==> src/rtl/div_pkg.sv <==
// Shared types and sizing helpers for the sequential divider.
package div_pkg;

   // Controller states.
   typedef enum logic [1:0] {
      IDLE = 2'd0,
      CALC = 2'd1,
      DONE = 2'd2
   } state_t;

   // Bits needed to count the 2*w restoring steps (0 .. 2*w-1).
   function automatic int unsigned cnt_width(input int unsigned w);
      return (2 * w > 1) ? $clog2(2 * w) : 1;
   endfunction

endpackage

==> src/rtl/divide_step.sv <==
// One restoring-division step: shift in the next dividend bit, compare, subtract.
module divide_step #(
   parameter int Width = 4
) (
   input  logic [Width:0]   i_rem,
   input  logic             i_bit,
   input  logic [Width-1:0] i_divisor,
   output logic [Width:0]   o_rem_c,
   output logic             o_q_bit_c
);

   logic [Width+1:0] w_shift;
   logic             w_ge;

   // Shift/compare/subtract; the extra top bit keeps the compare overflow-free.
   always_comb begin
      w_shift   = {i_rem, i_bit};
      w_ge      = (w_shift >= {2'b00, i_divisor});
      o_q_bit_c = w_ge;
      o_rem_c   = w_ge ? (Width+1)'(w_shift - {2'b00, i_divisor})
                       : (Width+1)'(w_shift);
   end

endmodule

==> src/rtl/seq_divider.sv <==
// Multi-cycle unsigned restoring divider: 2*Width-bit dividend by Width-bit divisor.
module seq_divider
   import div_pkg::*;
#(
   parameter int Width = 4
) (
   input  logic                 clk,
   input  logic                 rst_n,
   input  logic                 start,
   input  logic [2*Width-1:0]   dividend,
   input  logic [Width-1:0]     divisor,
   output logic                 busy,
   output logic                 done,
   output logic [2*Width-1:0]   quotient,
   output logic [Width-1:0]     remainder,
   output logic                 div_by_zero
);

   localparam int unsigned QW   = 2 * Width;
   localparam int unsigned CntW = cnt_width(Width);

   state_t             r_state;
   state_t             w_next_state;
   logic               w_accept;
   logic               w_last;

   logic [QW-1:0]      r_dvd;
   logic [Width-1:0]   r_divisor;
   logic [Width:0]     r_rem;
   logic [QW-2:0]      r_quo;
   logic [CntW-1:0]    r_cnt;

   logic [Width:0]     w_rem;
   logic               w_q_bit;
   logic [QW-1:0]      w_quo_next;

   assign w_quo_next = {r_quo, w_q_bit};

   divide_step #(.Width(Width)) u_step (
      .i_rem      (r_rem),
      .i_bit      (r_dvd[QW-1]),
      .i_divisor  (r_divisor),
      .o_rem_c    (w_rem),
      .o_q_bit_c  (w_q_bit)
   );

   // State register.
   always_ff @(posedge clk or negedge rst_n) begin
      if (!rst_n) r_state <= IDLE;
      else        r_state <= w_next_state;
   end

   // Next-state logic; a zero divisor skips CALC entirely.
   always_comb begin
      w_next_state = r_state;
      w_accept     = 1'b0;
      w_last       = 1'b0;
      case (r_state)
         IDLE: begin
            if (start) begin
               w_accept     = 1'b1;
               w_next_state = (divisor == '0) ? DONE : CALC;
            end
         end
         CALC: begin
            if (r_cnt == CntW'(QW - 1)) begin
               w_last       = 1'b1;
               w_next_state = DONE;
            end
         end
         DONE:    w_next_state = IDLE;
         default: w_next_state = IDLE;
      endcase
   end

   // Datapath and registered outputs; results only move at the end of an operation.
   always_ff @(posedge clk or negedge rst_n) begin
      if (!rst_n) begin
         r_dvd       <= '0;
         r_divisor   <= '0;
         r_rem       <= '0;
         r_quo       <= '0;
         r_cnt       <= '0;
         busy        <= 1'b0;
         done        <= 1'b0;
         quotient    <= '0;
         remainder   <= '0;
         div_by_zero <= 1'b0;
      end else begin
         busy <= (w_next_state == CALC);
         done <= (w_next_state == DONE);
         if (w_accept) begin
            r_dvd     <= dividend;
            r_divisor <= divisor;
            r_rem     <= '0;
            r_quo     <= '0;
            r_cnt     <= '0;
            if (divisor == '0) begin
               quotient    <= '1;
               remainder   <= dividend[Width-1:0];
               div_by_zero <= 1'b1;
            end
         end else if (r_state == CALC) begin
            r_dvd <= {r_dvd[QW-2:0], 1'b0};
            r_rem <= w_rem;
            r_quo <= w_quo_next[QW-2:0];
            r_cnt <= r_cnt + CntW'(1);
            if (w_last) begin
               quotient    <= w_quo_next;
               remainder   <= w_rem[Width-1:0];
               div_by_zero <= 1'b0;
            end
         end
      end
   end

endmodule

==> config.mk <==
export PLATFORM = sky130hd
export DESIGN_NAME = seq_divider
export DESIGN_NICKNAME = d
export VERILOG_FILES = /design/src/rtl/div_pkg.sv /design/src/rtl/divide_step.sv /design/src/rtl/seq_divider.sv
export SDC_FILE = /design/constraint.sdc
export NUM_CORES = 1
export LEC_CHECK = 0
export ABC_CLOCK_PERIOD_IN_PS = 2600
export CELL_PAD_IN_SITES_DETAIL_PLACEMENT = 1
export CELL_PAD_IN_SITES_GLOBAL_PLACEMENT = 2
export CORE_MARGIN = 1.5
export CORE_UTILIZATION = 31
export DETAILED_ROUTE_END_ITERATION = 6
export HOLD_SLACK_MARGIN = 0.06
export PLACE_DENSITY_LB_ADDON = 0.1
export SETUP_SLACK_MARGIN = 0.1
export SYNTH_ARGS = -nofsm -noshare
export SYNTH_HDL_FRONTEND = slang
export SYNTH_HIERARCHICAL = 1
export SYNTH_SLANG_ARGS = --single-unit
export TNS_END_PERCENT = 100
==> constraint.sdc <==
create_clock -name clk -period 2.6 [get_ports clk]
set_input_delay 0.78 -clock clk [delete_from_list [all_inputs] [get_ports clk]]
set_output_delay 0.78 -clock clk [all_outputs]
set_load 0.02 [all_outputs]
# ---- Word-level counts from Yosys, hierarchy flattened
# Index checks and enable logic that the tools add are counted.
dict set report word_totals {
  in_bits 15
  elab_cells 53
  out_inout_bits 15
  register_bits 44
}
dict set report classes {
  n_eq_ne 5
  add_sub_neg 2
  reduce_logical 5
  muxes 29
  magnitude_cmp 1
}
# cell count
set op_table {}
lappend op_table {{$mux W8} 6}
lappend op_table {{$mux W4} 4}
lappend op_table {{$mux W5} 3}
lappend op_table {{$mux W7} 2}
lappend op_table {{$mux W1} 8}
lappend op_table {{$ge A6 B4 Y1} 1}
lappend op_table {{$mux W2} 3}
lappend op_table {{$mux W3} 2}
lappend op_table {{$sub A5 B4 Y5} 1}
lappend op_table {{$eq A2 B1 Y1 const B} 2}
lappend op_table {{$logic_not A4 Y1} 1}
lappend op_table {{$pmux W2 S2} 1}
lappend op_table {{$reduce_bool A2 Y1} 2}
lappend op_table {{$add A3 B1 Y3 const B} 1}
lappend op_table {{$eq A3 B3 Y1 const B} 1}
lappend op_table {{$reduce_and A3 Y1} 1}
lappend op_table {{$eq A2 B2 Y1 const B} 1}
lappend op_table {{$logic_not A2 Y1} 1}
lappend op_table {{$ne A2 B1 Y1 const B} 1}

# ---- Depth between registers and ports, before layout
dict set report logic_depth {
  ltp_word 6
  depth_mapped 10
  depth_no_buf 10
}

# ---- Hierarchy
# Netlist, hierarchy kept.
# module area_per_inst_um2 seq_area_each_um2 cells_per_inst instances
set modules_own_cells {}
lappend modules_own_cells {seq_divider 1755.4 1101.1 146 1}
lappend modules_own_cells {divide_step 234.0 0.0 29 1}

# ---- Least setup slack after synthesis
# OpenSTA, ideal clock, no wires.
dict set report synth_path {
  path_kind {register to register}
  start {register r_dvd[7]}
  end {register remainder[1]}
  arrival_ps 2332
  path_stages_with_launch 9
  n_path_buf 0
  required_time_ps 2477
  path_slack_ps 146
  path_cell_list {dfrtp_1 -> inv_1 -> ha_1 -> inv_1 -> fa_1 -> a21o_2 -> a2111oi_4 -> mux2_4 -> o221a_2}
}
dict set report synth_between {
  elab_chain_cells 5
}
# element line_no
set synth_rtl {}
lappend synth_rtl {{start, declared} seq_divider.sv:27} ;# logic [QW-1:0] r_dvd;
lappend synth_rtl {{start signal, assigned} seq_divider.sv:93} ;# r_dvd <= dividend;
lappend synth_rtl {{start signal, assigned} seq_divider.sv:104} ;# r_dvd <= {r_dvd[QW-2:0], 1'b0};
lappend synth_rtl {{$sub A5 B4 Y5 / $ge A6 B4 Y1 (equally long branches)} {divide_step.sv:20, divide_step.sv:18}}
lappend synth_rtl {{$mux W5 (*)} divide_step.sv:20} ;# o_rem_c = w_ge ? (Width+1)'(w_shift - {2'b00, i_divisor})
lappend synth_rtl {{named net w_rem[1]} seq_divider.sv:33} ;# logic [Width:0] w_rem;
lappend synth_rtl {{$mux W4 (*)} seq_divider.sv:108} ;# if (w_last) begin
lappend synth_rtl {{$mux W4 (*)} seq_divider.sv:103} ;# end else if (r_state == CALC) begin
lappend synth_rtl {{$mux W4 (*)} seq_divider.sv:92} ;# if (w_accept) begin
lappend synth_rtl {{end signal, assigned} seq_divider.sv:100} ;# remainder <= dividend[Width-1:0];
lappend synth_rtl {{end signal, assigned} seq_divider.sv:110} ;# remainder <= w_rem[Width-1:0];
lappend synth_rtl {{end, declared} seq_divider.sv:15} ;# output logic [Width-1:0] remainder,
# Mark *: on every way through the listed nets, which the timed path passes. The rest lies on a longest branch. The select of a mux whose other input is x is not followed.
# A chain may end at the register's enable or synchronous reset.

# ---- Final worst setup path
# Same ends and word-level chain as after synthesis.

==> run_results.csv <==
group,metric,value,unit
placement,port-buffer-count,29,
sta,fin_crit,2.38,ns
grt,antenna_found_initial,0,
clock_network,cts_made_buffers,5,
sta,max_slew_margin,64.6,%
sta,worstMarginPinSlew,0.531,ns
routing,finalWirelength,4800,um
routing,avgViaCountPerCell,5.08,
routing,drtAntennaViolNets,0,
floorplanning,dieArea,0.00691,mm2
yosys,postSynthCellCount,175,
clock_network,clkSinkCount,44,
setup_path,endpoint,"remainder[1]",
sta,rsz0062_at_grt,"true",
floorplanning,initial_utilization,31.7,%
clock_network,cts_tree,"done",
yosys,netlist-cell-type-count,37,
floorplanning,die_w,83.1,um
routing,drc,0,
setup_path,ff2ff_setup_slack,0.22,ns
routing,dr.pass1.iters,4,
yosys,synth_flop_cell,"dfrtp_1",
yosys,synth_fp_nets,197,
yosys,yosys.area.top_type,"dfrtp_1",
grt,grt_overflow,0,
worst_hold_path,hold_class,"primary input to asynchronous set/reset pin",
yosys,yosysWarnings,6,
cells_and_area,finalNetCount,235,
routing,vias,1474,
grt,track_usage,15.1,%
cells_and_area,drive_gt1_share,16.4,%
placement,place.gp.congestion,0.783,
clock_network,htreeDepth,2,
placement,dp_cells,280,
routing,dr.first_iter.drc_count,43,
clock_network,ctsHoldBuffers,0,
cells_and_area,multiInputGateArea,827,um2
sta,fmax,0.421,GHz
clock_network,path_clk_slew,0.08,ns
cells_and_area,regArea,0.00110,mm2
sta,tns,0,ns
outcome,status,"completed",
yosys,avgSynthCellArea,11.4,um2
pwr,powerDensity,1340,mW/mm2
setup_path,r2r_cells,8,
yosys,yosys-top-cells-area,"dfrtp_1, a22o_1, ha_1",
cells_and_area,area_growth,27.0,%
cells_and_area,fillerInstances,687,
floorplanning,rows,29,
pwr,max-vdd-ir-drop,430,uV
setup_path,rr_startpoint,"r_dvd[7]",
sta,finClkSkew,0.00898,ns
yosys,synthArstFlopShare,100,%
floorplanning,dieHeight,83.1,um
yosys,ys_ff_latch,44,
setup_path,timing.rr.end,"remainder[1]",
setup_path,worst_ep_arrival_time,2.56,ns
yosys,yosysSeqAreaShare,55.3,%
yosys,synth_top_area_share,55.3,%
clock_network,clk_latency,0.29,ns
cells_and_area,antenna_cells,0,
setup_path,startpoint,"r_dvd[7]",
placement,detailed_place_hpwl,3610,um
grt,grt_pass1_vias,1641,
routing,route.detailed.wl_per_inst,16.5,um
clock_network,cts-root-buf,"clkbuf_8",
pwr,p_leak,1.11,nW
yosys,synth_edf_count,0,
sta,finalHoldViolations,0,
setup_path,required,2.79,ns
floorplanning,fp.coreArea,0.00628,mm2
grt,grt_max_degree,24,
run,drv_cap,0,
sta,setup_violations,0,
cells_and_area,fin_cells,290,
yosys,synth.most_common_cell,"dfrtp_1",
floorplanning,num_io_pins,30,
setup_path,crit_fanout,4,
setup_path,end_kind,"flip-flop",
yosys,synth_area,0.00199,mm2
sta,min_period_over_period,91.4,%
yosys,synth_top_cells_by_count,"dfrtp_1, nor2_1, a22o_1, nand2_1, o21ai_0",
grt,grt_pass1_wl,8290,um
clock_network,clk_path_buf_depth,2,
sta,final-max-slew-violation-count,0,
setup_path,critPathLaunchType,"flip-flop",
setup_path,crit_type,"flip-flop to flip-flop",
cell type report:
class / instances / area share (%)
multi-input cells: 115 / 32.7
well taps: 77 / 3.81
repair buffers: 40 / 15.0
clock buffers: 7 / 3.81
inverters: 7 / 1.04
flip-flops and latches: 44 / 43.6
kinds of logic (layout without fill, tap and decap cells):
family	count (synthesis)	count (layout)	share of synthesized area, %
AOI/OAI and AO/OA	56	56	21.3
xor gates and xnor gates	2	2	0.881
adders and majority gates	7	7	4.78
buffers and inverters	16	54	3.52
DFF	44	44	55.3
muxes	6	6	3.52
and+or+nand+nor	44	44	10.7
power breakdown:
| group | switching, W | internal (W) | total [W] | leakage, nW |
|---|---|---|---|---|
| clock | 0.000220 | 0.000237 | 0.000457 | 0.0503 |
| combinational | 0.000827 | 0.000887 | 0.00171 | 0.525 |
| sequential | 0.000237 | 0.000985 | 0.00122 | 0.532 |
how the worst min path moves through the flow:
stage	from	endpoint	slack (ns)
final	rst_n	r_cnt[0]	0.47
after global routing	rst_n	quotient[2]	0.49
after CTS	rst_n	busy	0.47
after detailed placement	r_dvd[3]	r_dvd[3]	0.48
after global placement	r_dvd[2]	r_dvd[2]	0.47
after floorplan	r_dvd[1]	r_dvd[1]	0.45
layout by cell type (no fill, tap or decap), types with 4 or more instances in the layout:
| master | n |
|---|---|
| dfrtp_1 | 44 |
| clkdlybuf4s50_1 | 28 |
| nor2_1 | 16 |
| a22o_1 | 15 |
| nand2_1 | 15 |
| o21ai_0 | 10 |
| buf_4 | 10 |
| a21oi_1 | 9 |
| a22oi_1 | 7 |
| clkbuf_8 | 7 |
| ha_1 | 6 |
| inv_1 | 6 |
| o221a_2 | 4 |
| mux2_2 | 4 |
through the flow:
stage | utilization [%] | hold slack [ns] | power, W | worst slack [ns] | area [um2]
CTS | 39.8 | 0.474 | 0.00334 | 0.112 | 2500
global route | 40.3 | 0.490 | 0.00367 | 0.0743 | 2530
detailed placement | 38.2 | 0.483 | 0.00287 | 0.130 | 2400
global placement | 38.2 | 0.465 | 0.00281 | 0.158 | 2400
floorplan | - | 0.450 | 0.00229 | 0.146 | 1990
finish | 40.3 | 0.467 | 0.00339 | 0.224 | 2530
flip-flops by register name (all words and copies together) (netlist names):
| register | cells |
|---|---|
| quotient | 8 |
| r_dvd | 8 |
| r_quo | 7 |
| r_rem | 5 |
| r_divisor | 4 |
| remainder | 4 |
| r_cnt | 3 |
| r_state | 2 |
| busy | 1 |
| div_by_zero | 1 |
| done | 1 |
critical path: stages (launching register included):
cell and delay [ns]:
dfrtp_1 0.41, inv_2 0.06, ha_1 0.13, inv_1 0.07
fa_2 0.37, a21o_4 0.22, a2111oi_4 0.38, mux2_4 0.35
o221a_2 0.28
routing by layer:
metal	vias to the layer above	routed length, um	part of all wire, %	track usage [%]
li1	705	-	-	-
met1	731	2270	47	19.8
met2	33	2340	49	25.6
met3	5	133	2.8	3.18
met4	0	51	1.1	4.09
met5	-	0	0	0
what timing repair did:
action | in CTS | in global routing
buffers inserted | 0 | 3
endpoints found under the setup margin | 0 | 8
resized for setup | 0 | 5
Power figures use the tool's default switching activity.
